File: src/rtl/vout_sinepwm_pkg.sv
// Shared types, table geometry and the amplitude-scaling helper for the
// three-phase sine-PWM sequencer.
package vout_sinepwm_pkg;

    localparam int unsigned TBL_DEPTH   = 30;
    localparam int unsigned PHASE_OFS_B = 10;
    localparam int unsigned PHASE_OFS_C = 20;
    localparam int unsigned MIDPOINT    = 128;

    typedef logic [7:0] duty_t;

    typedef enum logic [2:0] {IDLE, RD_A, RD_B, RD_C, DONE} state_e;

    function automatic logic [4:0] phase_addr(input logic [4:0] base, input int unsigned ofs);
        logic [5:0] sum;
        sum = 6'(base) + 6'(ofs);
        return (sum >= 6'(TBL_DEPTH)) ? 5'(sum - 6'(TBL_DEPTH)) : 5'(sum);
    endfunction

    // Signed offset from midpoint times unsigned amp; >>> floors toward -inf.
    function automatic duty_t scale_sample(input duty_t s, input logic [7:0] amp);
        logic signed [8:0]  diff;
        logic signed [17:0] prod;
        logic signed [17:0] shifted;
        diff    = $signed({1'b0, s}) - 9'sd128;
        prod    = 18'(diff) * $signed({10'b0, amp});
        shifted = prod >>> 8;
        return duty_t'(shifted + 18'(MIDPOINT));
    endfunction

endpackage

File: src/rtl/vout_sine_rom.sv
// 30-entry, 8-bit sine table with a one-cycle synchronous read.
module vout_sine_rom
    import vout_sinepwm_pkg::*;
(
    input  logic       clk,
    input  logic [4:0] addr_i,
    output duty_t      data_o
);

    duty_t data_q;
    duty_t data_d;

    always_comb begin
        data_d = duty_t'(MIDPOINT);
        case (addr_i)
            5'd0:  data_d = 8'd128;
            5'd1:  data_d = 8'd153;
            5'd2:  data_d = 8'd177;
            5'd3:  data_d = 8'd199;
            5'd4:  data_d = 8'd217;
            5'd5:  data_d = 8'd232;
            5'd6:  data_d = 8'd242;
            5'd7:  data_d = 8'd247;
            5'd8:  data_d = 8'd247;
            5'd9:  data_d = 8'd242;
            5'd10: data_d = 8'd232;
            5'd11: data_d = 8'd217;
            5'd12: data_d = 8'd199;
            5'd13: data_d = 8'd177;
            5'd14: data_d = 8'd153;
            5'd15: data_d = 8'd128;
            5'd16: data_d = 8'd103;
            5'd17: data_d = 8'd79;
            5'd18: data_d = 8'd57;
            5'd19: data_d = 8'd39;
            5'd20: data_d = 8'd24;
            5'd21: data_d = 8'd14;
            5'd22: data_d = 8'd9;
            5'd23: data_d = 8'd9;
            5'd24: data_d = 8'd14;
            5'd25: data_d = 8'd24;
            5'd26: data_d = 8'd39;
            5'd27: data_d = 8'd57;
            5'd28: data_d = 8'd79;
            5'd29: data_d = 8'd103;
            default: data_d = duty_t'(MIDPOINT);
        endcase
    end

    always_ff @(posedge clk) begin
        data_q <= data_d;
    end

    assign data_o = data_q;

endmodule

File: src/rtl/vout_sinepwm3_ctrl.sv
// Three-phase sine-PWM sequencer: step timer, shared sine index, ROM-sharing
// scheduler, shadow duty set committed at carrier wrap, registered PWM pins.
module vout_sinepwm3_ctrl
    import vout_sinepwm_pkg::*;
#(
    parameter int unsigned START   = 0,
    parameter int unsigned DIVIDER = 256
) (
    input  logic        clk,
    input  logic        rst,
    input  logic        enable,
    input  logic [31:0] freq,
    input  logic [7:0]  amp,
    output logic [2:0]  pwm_out,
    output logic [4:0]  phase_idx,
    output logic        busy,
    output logic        step_overrun
);

    localparam logic [7:0] CAR_MAX = 8'(DIVIDER - 1);

    logic [31:0] freq_abs;
    logic        run;
    logic        tick;
    logic        req;
    logic        wrap;
    logic [31:0] timer_q, timer_d;
    logic [4:0]  idx_q, idx_d;
    logic [7:0]  carrier_q, carrier_d;
    logic [2:0]  pwm_q, pwm_d;
    logic [4:0]  base_q;
    logic [4:0]  rom_addr;
    duty_t       rom_data;
    duty_t       scaled;
    duty_t [2:0] hold_q;
    duty_t [2:0] shadow_q;
    duty_t [2:0] active_q;
    logic        valid_q;
    logic        pending_q;
    logic        overrun_q;
    state_e      state_q;

    vout_sine_rom u_rom (
        .clk    (clk),
        .addr_i (rom_addr),
        .data_o (rom_data)
    );

    assign scaled = scale_sample(rom_data, amp);

    always_comb begin
        freq_abs = freq[31] ? (~freq + 32'd1) : freq;
        run      = enable && (freq != '0);
        tick     = run && (timer_q >= freq_abs - 32'd1);
        timer_d  = (run && !tick) ? timer_q + 32'd1 : '0;
        idx_d    = idx_q;
        if (tick) begin
            if (freq[31])
                idx_d = (idx_q == '0) ? 5'(TBL_DEPTH - 1) : idx_q - 5'd1;
            else
                idx_d = (idx_q == 5'(TBL_DEPTH - 1)) ? '0 : idx_q + 5'd1;
        end
        req       = tick || pending_q;
        wrap      = (carrier_q == CAR_MAX);
        carrier_d = wrap ? '0 : carrier_q + 8'd1;
        for (int unsigned i = 0; i < 3; i++)
            pwm_d[i] = run && (carrier_q < active_q[i]);
        // Address is registered by the ROM one state ahead of its capture.
        case (state_q)
            IDLE:    rom_addr = idx_d;
            RD_A:    rom_addr = phase_addr(base_q, PHASE_OFS_B);
            RD_B:    rom_addr = phase_addr(base_q, PHASE_OFS_C);
            default: rom_addr = base_q;
        endcase
    end

    always_ff @(posedge clk) begin
        if (rst) begin
            timer_q   <= '0;
            idx_q     <= 5'(START);
            carrier_q <= '0;
            pwm_q     <= '0;
            active_q  <= '0;
        end else begin
            timer_q   <= timer_d;
            idx_q     <= idx_d;
            carrier_q <= carrier_d;
            pwm_q     <= pwm_d;
            if (wrap && valid_q)
                active_q <= shadow_q;
        end
    end

    always_ff @(posedge clk) begin
        if (rst) begin
            state_q   <= IDLE;
            base_q    <= '0;
            hold_q    <= '0;
            shadow_q  <= '0;
            valid_q   <= 1'b0;
            pending_q <= 1'b0;
            overrun_q <= 1'b0;
        end else begin
            case (state_q)
                IDLE: if (req) begin
                    state_q   <= RD_A;
                    base_q    <= idx_d;
                    pending_q <= 1'b0;
                end
                RD_A: begin hold_q[0] <= scaled; state_q <= RD_B; end
                RD_B: begin hold_q[1] <= scaled; state_q <= RD_C; end
                RD_C: begin hold_q[2] <= scaled; state_q <= DONE; end
                default: state_q <= IDLE;
            endcase
            if (tick && state_q != IDLE) begin
                if (pending_q) overrun_q <= 1'b1;
                else           pending_q <= 1'b1;
            end
            // A fresh shadow written on the wrap edge survives for the next wrap.
            if (state_q == DONE) begin
                shadow_q <= hold_q;
                valid_q  <= 1'b1;
            end else if (wrap && valid_q) begin
                valid_q  <= 1'b0;
            end
        end
    end

    assign pwm_out      = pwm_q;
    assign phase_idx    = idx_q;
    assign busy         = (state_q != IDLE);
    assign step_overrun = overrun_q;

endmodule

File: config.mk
export PLATFORM = sky130hd
export DESIGN_NAME = vout_sinepwm3_ctrl
export DESIGN_NICKNAME = d
export VERILOG_FILES = /design/src/rtl/vout_sinepwm_pkg.sv /design/src/rtl/vout_sine_rom.sv /design/src/rtl/vout_sinepwm3_ctrl.sv
export SDC_FILE = /design/constraint.sdc
export NUM_CORES = 1
export LEC_CHECK = 0
export BUFFER_PORTS_ARGS = -buffer_cell sky130_fd_sc_hd__buf_2
export CAP_MARGIN = 20
export CORE_MARGIN = 5
export CORE_UTILIZATION = 35
export CTS_CLUSTER_DIAMETER = 200
export CTS_CLUSTER_SIZE = 10
export DETAILED_ROUTE_END_ITERATION = 16
export GPL_TIMING_DRIVEN = 0
export PLACE_DENSITY_LB_ADDON = 0.12
export SKIP_LAST_GASP = 1
export SYNTH_ARGS = -nofsm -noshare
export SYNTH_HDL_FRONTEND = slang
export SYNTH_SLANG_ARGS = --single-unit
File: constraint.sdc
create_clock -name clk -period 16.1 [get_ports clk]
set_input_delay 0.805 -clock clk [delete_from_list [all_inputs] [get_ports clk]]
set_output_delay 0.805 -clock clk [all_outputs]
set_load 0.02 [all_outputs]
# ---- After elaboration in Yosys (flattened, before gate mapping)
# Memory sizes are Yosys's and may differ from the RTL's. A register that Yosys moved wholly into a read port is not among the register bits.
# Index checks and enable logic that the tools add are counted.
dict set report classes {
  n_addsub 12
  n_mul 1
  div 0
  magnitude_cmp 6
  n_eq_ne 7
  n_shift 0
  muxes 16
  bitwise 2
  reduce_logical 19
}
# op count
set op_table {}
lappend op_table {{32-bit by 1-bit adder with 32-bit output, second input constant} 2}
lappend op_table {{32-bit greater-or-equal comparator} 1}
lappend op_table {{32-bit 2-to-1 mux} 1}
lappend op_table {{32-bit inverter} 1}
lappend op_table {{32-bit nonzero test} 1}
lappend op_table {{32-bit by 1-bit subtractor with 32-bit output, second input constant} 1}
lappend op_table {{5-bit 2-to-1 mux} 6}
lappend op_table {{8-bit < comparator} 3}
lappend op_table {{9-bit by 9-bit multiplier with 16-bit output} 1}
lappend op_table {{5-bit case mux with 3 select lines} 1}
lappend op_table {{6-bit by 5-bit greater-or-equal comparator with 1-bit output, second input constant} 2}
lappend op_table {{3-bit case mux with 4 select lines} 1}
lappend op_table {{5-bit subtractor, second input constant} 2}
lappend op_table {{8-bit by 8-bit subtractor with 9-bit output, second input constant} 1}
lappend op_table {{8-bit by 1-bit adder with 8-bit output, second input constant} 1}
lappend op_table {{8-bit adder, second input constant} 1}
lappend op_table {{8-bit equality test, second input constant} 1}
lappend op_table {{1-bit logical AND} 8}
lappend op_table {{5-bit by 4-bit adder with 6-bit output, second input constant} 1}
lappend op_table {{5-bit by 5-bit adder with 6-bit output, second input constant} 1}
lappend op_table {{3-bit by 2-bit equality test with 1-bit output, second input constant} 2}
lappend op_table {{1-bit 2-to-1 mux} 6}
lappend op_table {{5-bit by 1-bit adder with 5-bit output, second input constant} 1}
lappend op_table {{5-bit equality test, second input constant} 1}
lappend op_table {{other kinds (14)} 16}
dict set report totals {
  regBits 131
  latchBits 0
  mem_bits_rw 0
  rom_bits 256
  inputBits 43
  out_inout_bits 10
  word_cells 82
  mem_count 1
}
# memory depth width read_ports rd_ports_with_merged_regs write_ports line_no
set mem_list {}
lappend mem_list {{(no name shown)} 32 8 1 1 0 vout_sine_rom.sv:15} ;# case (addr_i)

# ---- Longest topological paths before layout
# Gate-level depths: netlist of the first run.
dict set report logic_depth {
  word_depth 11
  mapped_depth 33
}

# ---- Modules after synthesis
# Synthesis of the first run repeated with hierarchy kept, for this count alone.
dict set report hier_totals {
  cells_unflattened 1353
  hier_area_um2 10970.5
}
# module n_inst cells_each area_each_um2 seq_area_each_um2
set by_module_without_submodules {}
lappend by_module_without_submodules {vout_sinepwm3_ctrl 1 1276 10264.8 2622.5}
lappend by_module_without_submodules {vout_sine_rom 1 77 705.7 160.2}

# ---- Worst setup path before layout of the first run
# Ideal clock, no wire load.
dict set report synth_timing {
  path_type {input to register}
  startpoint {in freq[31]}
  endpoint {reg u_rom.data_q[2], in the netlist u_rom.data_o[2]}
  setup_ps 70
  arrival_ps 6732
  required_time_ps 16030
  slack_ps 9299
  stages 32
  n_path_buf 9
  cell_sequence {clkbuf_1 -> buf_2 -> buf_1 -> clkbuf_1 -> clkbuf_1 -> buf_1 -> clkbuf_1 -> a21oi_1 -> ha_1 -> o21ai_0 -> nor3_1 -> and3_1 -> nand2_1 -> or3_1 -> clkbuf_1 -> nand2b_1 -> nor2_1 -> xor2_1 -> ha_1 -> nand4_1 -> nor3_1 -> a22oi_1 -> a31oi_1 -> a21oi_2 -> buf_6 -> mux2_4 -> a221o_2 -> inv_2 -> ha_1 -> nor2_1 -> or2_2 -> a21oi_1}
}
dict set report synth_via {
  elab_chain_len 8
}
# item line_no
set synth_rtl {}
lappend synth_rtl {{start: declaration} vout_sinepwm3_ctrl.sv:12} ;# input logic [31:0] freq,
lappend synth_rtl {{32-bit inverter} vout_sinepwm3_ctrl.sv:52} ;# freq_abs = freq[31] ? (~freq + 32'd1) : freq;
lappend synth_rtl {{32-bit by 1-bit adder with 32-bit output} vout_sinepwm3_ctrl.sv:52}
lappend synth_rtl {{32-bit 2-to-1 mux} vout_sinepwm3_ctrl.sv:52}
lappend synth_rtl {{32-bit by 1-bit subtractor with 32-bit output} vout_sinepwm3_ctrl.sv:54} ;# tick = run && (timer_q >= freq_abs - 32'd1);
lappend synth_rtl {{32-bit greater-or-equal comparator} vout_sinepwm3_ctrl.sv:54}
lappend synth_rtl {{1-bit logical AND} vout_sinepwm3_ctrl.sv:54}
lappend synth_rtl {{5-bit 2-to-1 mux *} vout_sinepwm3_ctrl.sv:57} ;# if (tick) begin
lappend synth_rtl {{5-bit case mux with 3 select lines *} vout_sinepwm3_ctrl.sv:69} ;# case (state_q)
lappend synth_rtl {{end: declaration} vout_sine_rom.sv:10} ;# duty_t data_q;
# Every way passes the cells marked *; elsewhere a longest branch is shown, timed or not.
# A chain may end at the register's enable or synchronous reset.

# ---- Worst setup path in the final report of the first run
dict set report layout_timing {
  startpoint {in freq[31]}
  endpoint {reg u_rom.data_q[3], in the netlist u_rom.data_o[3]}
}
# The elaborated chain is that of the path after synthesis.

==> results.md, run 1 <==
* Status: finished, final reports clean
* Fmax achieved at 0.115 GHz
* Die area at 35,700 um2
* Die width at 189 um
* Starting density of the core at 0.355
* Vias/cell at 4.93
* P_leak at 0.00516 uW
* Overflow after GRT at 0
* DIE HEIGHT at 189 um
* Commonest cells in the synthesized netlist: 193 x nand2_1, 143 x nor2_1, 139 x dfxtp_1
* Rows at 65
* Hold Startpoint: shadow_q[5]
* Yosys warning total at 0
* Setup crit end kind: register
* Number of flops mapped to enable cells by yosys at 0
* Vias in the first global route at 9,286
* Largest stage delay on the critical path at 0.57 ns
* R2R Path End: hold_q[23]
* R2R cell count at 19
* R2R Setup Slk at 10.68 ns
* Top cell by count, worst path: clkbuf_1
* Bufs on Longest Clock Path at 2
* Setup TNS at 0 ns
* Hold Path Depth at 2
* Clk_skew at 0.0118 ns
* Tmin final at 8.69 ns
* Ys flop type: dfxtp_1
* Clock Latency Late Sink at 0.43 ns
* Kind of critical path: input port to register
* Crit share post-route at 0.540
* Slew headroom at 0.513
* Net Count, Synth at 1,597
* Mapped Cells at 1,401
* RR Startpoint: u_rom.data_o[3]
* Post-CTS setup buffers at 0
* Main area contributors after synthesis: dfxtp_1 25%, ha_1 11%, fa_1 9.1%, nand2_1 6.5%, nor2_1 4.8%
* Root buffer cell: clkbuf_16
* Initial antenna violation count at 0
* Peak VDD IR at 0.0524 mV
* Clock sinks at 139
* Critical Path RT at 16.44 ns
* Overall routing resource usage at 0.160
* Most common cell in the synthesized netlist: nand2_1
* Via count at 9,248
* Fraction of layout cells with a size suffix above 1 at 0.0794
* CP arrival at 9.04 ns
* Post-route DRC violation count at 0
* Drt wl/cell at 14.8 um
* Ant. Diodes at 0
* Finished Layout Cells at 1,875
* Share of flip-flops with an asynchronous set or reset at 0
* Maxcap violations at 0
* Placer congestion estimate at 0.845
* Boundary pin count at 53
* DP Cell Count at 1,844
* Global-route wire length before repair at 47,000 um
* Hold Crit Class: register to register
* TritonCTS Buffers at 17
* Synth unique cells at 78
* RSZ-0062 raised after global routing: no
* Slew Viols, Final at 0
* CTS resizes at 0
* P per Cell Area at 65.2 nW/um2
* Final setup viols at 0
* Area growth syn-to-layout at 11.4%
* Initial DRC Count at 453
* CP max stage cell: clkbuf_1
* WL final at 27,800 um
* Hold Vio Cnt, Final at 0
* Seq/Total Area, Yosys at 0.248
* CP Launch Type: input port
* Mean Syn Cell Area at 8.01 um2
* Least-Margin Pin Slew at 0.725 ns
* Post-synthesis register bit count at 139
* CTS clock-pin slew for the worst setup and hold paths at 0.06 ns
* # nets final at 1,657
* Drt pass-1 iters at 5
* Share of the synthesized area in the top cell type at 0.248
* Core area at 31,600 um2
* Port Buffer Count at 41
* H-tree levels at 4
* CP max FO at 10
* Worst hold endpoint: active_q[5]
* Synthesized area at 11,200 um2
* CTS hold repair buffers at 0
* Fill cell count at 3,300
* CTS tree: built
* Leading area contributor after synthesis: dfxtp_1
* Hpwl dp at 22,000 um
* Antenna Nets Post-Route at 0
* Largest net degree at the start of global routing at 17
-- metal layers --
metal / up-vias / GRT usage / part of all wire
li1: 4814 / - / -
met1: 4292 / 0.214 / 0.49
met2: 118 / 0.272 / 0.47
met3: 24 / 0.0253 / 0.025
met4: 0 / 0.0384 / 0.014
met5: - / 0 / 0
-- kinds of logic (layout without fill, tap and decap cells) --
| group | Yosys count | in the layout | share of synthesized area |
|---|---|---|---|
| buf+inv | 181 | 253 | 0.0641 |
| simple gates | 547 | 547 | 0.232 |
| compound gates | 239 | 239 | 0.135 |
| mux | 33 | 33 | 0.0308 |
| flops | 139 | 139 | 0.248 |
| xor+xnor | 109 | 109 | 0.0851 |
| fa+ha+maj | 153 | 153 | 0.205 |
-- final cells by class --
class / instances / area (um2) / area share
Buffer: 55 / 244 / 0.0195
Tap cell: 402 / 503 / 0.0402
Inverter: 126 / 475 / 0.0380
Clock buffer: 19 / 433 / 0.0346
Timing Repair Buffer: 41 / 205 / 0.0164
Multi-Input combinational cell: 1081 / 7710 / 0.617
Sequential cell: 139 / 2780 / 0.223
Clock inverter: 12 / 140 / 0.0112
-- flip-flops by register name, indices dropped and copies added, names as in the netlist, 3 cells and up --
signal and count:
timer_q 32, active_q 24, hold_q 24, shadow_q 24
carrier_q 8, u_rom.data_o 8, base_q 5, phase_idx 5
pwm_out 3, state_q 3
-- power breakdown --
group | internal, uW | switching (uW) | total, uW
logic | 28.5 | 47.8 | 76.3
clock network | 230 | 162 | 392
registers | 345 | 1.82 | 347
total | 603 | 212 | 815
-- cells in the final DEF, fill, tap and decap left out, drive strengths merged, types with 3 or more instances in the layout --
cell type / synthesis / final
a22oi: 5 / 5
and3: 8 / 8
dfxtp: 139 / 139
nand2b: 19 / 19
nand4: 17 / 17
o41ai: 5 / 5
nor3: 24 / 24
o21ai: 49 / 49
nand3: 40 / 40
mux2: 6 / 6
clkbuf: 42 / 61
fa: 51 / 51
nand2: 193 / 193
a2bb2oi: 3 / 3
a21oi: 109 / 109
nor2b: 25 / 25
o31ai: 10 / 10
nor2: 145 / 145
or3: 10 / 10
buf: 13 / 54
or4: 5 / 5
a22o: 3 / 3
a211oi: 10 / 10
mux2i: 27 / 27
and2: 34 / 34
and4: 4 / 4
or2: 6 / 6
a31oi: 8 / 8
a221oi: 3 / 3
ha: 102 / 102
clkinv: 0 / 4
a21o: 8 / 8
xor2: 53 / 53
o211ai: 4 / 4
nor4: 9 / 9
inv: 126 / 130
xnor2: 56 / 56
-- critical path, delay by kind of cell --
family                     cells  cell delay (ns)
AOI/OAI and AO/OA              7             1.42
buffers and inverters         10             3.82
adders and majority gates      3             0.78
muxes                          3             0.74
and+or+nand+nor                8             1.27
xor gates and xnor gates       1             0.18
-- through the flow --
| stage | power, uW | setup WS (ns) | area [um2] | util | hold slack (ns) |
|---|---|---|---|---|---|
| 6_report | 815 | 7.41 | 12500 | 0.395 | 0.454 |
| 5_1_grt | 854 | 6.86 | 12500 | 0.395 | 0.464 |
| 4_1_cts | 826 | 7.35 | 12500 | 0.395 | 0.450 |
| 3_5_place_dp | 431 | 6.96 | 11900 | 0.377 | 0.444 |
| 3_3_place_gp | 431 | 6.97 | 11900 | 0.377 | 0.445 |
| 2_1_floorplan | 406 | 9.30 | 11200 | - | 0.427 |
-- how the worst max path moves through the flow --
stage | startpoint | end | slack (ns) | cells past startpoint
after floorplan | freq[31] | u_rom.data_o[2] | 9.30 | 32
after global placement | freq[31] | u_rom.data_o[3] | 6.97 | 32
after detailed placement | freq[31] | u_rom.data_o[3] | 6.96 | 32
after CTS | freq[31] | u_rom.data_o[3] | 7.35 | 32
after global routing | freq[31] | u_rom.data_o[3] | 6.86 | 32
final | freq[31] | u_rom.data_o[3] | 7.41 | 32
Note: power is estimated with default switching activity, not from simulation.
==> run 2, diff against run 1 <==
Settings changed: ABC_AREA set to 1.
Clock period 16.1 ns to 7.8 ns, I/O delays scaled along.
==> run 2 against run 1 <==
Final cell count is 20% higher. Clock power up 110%. Non-clock buffer count is 6 lower. First-iteration DRC count fell by 2.6%. Routed wire length is 3.1% higher. Combinational power grew to 13 times the previous value. Sequential share of layout area fell by 1.2 points. Highest routed layer unchanged.
==> results.md, run 2 <==
* Hpwl dp at 23,800 um
* Drt wl/cell at 12.8 um
* Commonest cells in the synthesized netlist: 355 x nand2_1, 296 x inv_1, 219 x nor2_1
* Largest stage delay on the critical path at 0.40 ns
* CP max FO at 8
* Post-synthesis register bit count at 139
* Mapped Cells at 1,718
* R2R Setup Slk at 2.91 ns
* Clock sinks at 139
* Maxcap violations at 0
* CP Launch Type: input port
* Biggest register: timer_q
* Peak VDD IR at 0.156 mV
* Seq/Total Area, Yosys at 0.235
* Overflow after GRT at 0
* Part of the power in registers at 0.296
* Starting density of the core at 0.353
* Max reg flops at 32
* RSZ-0062 raised after global routing: no
* Hold Vio Cnt, Final at 0
* P_leak at 0.00652 uW
* Placer congestion estimate at 0.860
* Initial antenna violation count at 0
* Vias in the first global route at 10,000
* Via count at 10,400
* Most common cell after layout, fill and taps aside: nand2_1
* TritonCTS Buffers at 17
* Sw Ratio at 0.382
* Fmax achieved at 0.197 GHz
* Psw at 976 uW
* WL final at 28,700 um
* Least-Margin Pin Slew at 0.950 ns
* Hold Slack at 0.451 ns
* Rows at 67
* Drt pass-1 iters at 5
* Fraction of layout cells with a size suffix above 1 at 0.0870
* Fill cell count at 3,629
* Synthesized area at 11,800 um2
* Layout Utilization at 0.394
* Overall routing resource usage at 0.154
* CP arrival at 5.40 ns
* Most frequent cells in the layout: 355 x nand2_1, 296 x inv_1, 219 x nor2_1
* Slew headroom at 0.362
* Tot Pwr at 2560 uW
* Hold Crit Class: register to register
* Crit share post-route at 0.652
* Die area at 37,500 um2
* Clock Latency Late Sink at 0.42 ns
* Yosys warning total at 0
* P per Cell Area at 194 nW/um2
* Setup crit end kind: register
* Final setup viols at 0
* Ys flop type: dfxtp_1
* Ant. Diodes at 0
* Vias/cell at 4.64
* Net Count, Synth at 1,914
* Leading area contributor after synthesis: dfxtp_1
* Tmin final at 5.08 ns
* DIE HEIGHT at 194 um
* Clk_skew at 0.0114 ns
* Combinational Power Share at 0.385
* Most common cell in the synthesized netlist: nand2_1
* Die width at 194 um
* Status: finished, final reports clean
* Largest net degree at the start of global routing at 17
* H-tree levels at 4
* Port Buffer Count at 43
* Slew Viols, Final at 0
* CTS tree: built
* Bufs on Longest Clock Path at 2
* Share of flip-flops with an asynchronous set or reset at 0
* Initial DRC Count at 441
* Share of the synthesized area in the top cell type at 0.235
* CTS hold repair buffers at 0
* Critical Path RT at 8.12 ns
* Synth unique cells at 56
* Root buffer cell: clkbuf_16
* Post-CTS setup buffers at 0
* CTS clock-pin slew for the worst setup and hold paths at 0.06 ns
* Setup TNS at 0 ns
* Kind of critical path: input port to register
* Top cell by count, worst path: nand2_1
* Post-route DRC violation count at 0
* CP max stage cell: ha_1
* Clk pwr share at 0.320
* Core area at 33,400 um2
* Global-route wire length before repair at 48,600 um
* # nets final at 1,976
* Number of flops mapped to enable cells by yosys at 0
* Boundary pin count at 53
* Main area contributors after synthesis: dfxtp_1 24%, nand2_1 11%, ha_1 11%, inv_1 9.4%, fa_1 8.6%
* Antenna Nets Post-Route at 0
* CTS resizes at 0
* Area growth syn-to-layout at 11.6%
* P_int at 1580 uW
* Mean Syn Cell Area at 6.88 um2
## run 2: path summary, 6_finish.rpt
check	end	depth (start not counted)	start
hold reg to reg	step_overrun	2	step_overrun
hold / removal	step_overrun	2	step_overrun
setup reg to reg	hold_q[7]	21	u_rom.data_o[3]
setup / recovery	u_rom.data_o[1]	33	freq[0]
## run 2: final cells by class
type / count / area (um2) / area share
Inverter: 311 / 1170 / 0.0885
Clock inverter: 11 / 135 / 0.0102
Clock buffer: 21 / 460 / 0.0349
Multi-Input combinational cell: 1221 / 7660 / 0.581
Buffer: 47 / 205 / 0.0156
Sequential cell: 139 / 2780 / 0.211
Timing Repair Buffer: 43 / 215 / 0.0163
Tap cell: 448 / 561 / 0.0425
## run 2: layer usage
metal	share of wire	global-route usage	wire length, um	up-vias
li1	-	-	-	5515
met1	0.48	0.201	13800	4738
met2	0.48	0.269	13800	127
met3	0.026	0.0238	745	12
met4	0.011	0.0351	329	0
met5	0	0	0	-
## run 2: power groups by stage
stage               logic [uW]  registers, uW  clock network (uW)
floorplan                  765            765                   0
detailed placement         999            773                   0
finish                     984            757                 818
CTS                       1010            758                 842
global placement           989            773                   0
global route              1160            760                 878
## run 2: logic make-up after synthesis
group           count (synthesis)  share of synthesized area
simple gates                  789                      0.298
buf+inv                       358                      0.116
compound gates                204                     0.0985
fa+ha+maj                     153                      0.194
flops                         139                      0.235
xor+xnor                       75                     0.0575
## run 2: critical path, delay by kind of cell
family	cells	cell delay (ns)
adder cells (fa/ha/maj)	3	0.89
AO/OA/AOI/OAI	4	0.73
XOR/XNOR	1	0.16
AND/OR/NAND/NOR	20	2.69
buffers and inverters	5	0.55
## run 2: stage by stage
stage	instance area (um2)	std cells	setup slack [ns]
floorplan	11800	1718	3.28
global placement	12600	2209	2.34
detailed placement	12600	2209	2.33
CTS	13200	2241	2.76
global route	13200	2241	2.12
finish	13200	2241	2.72
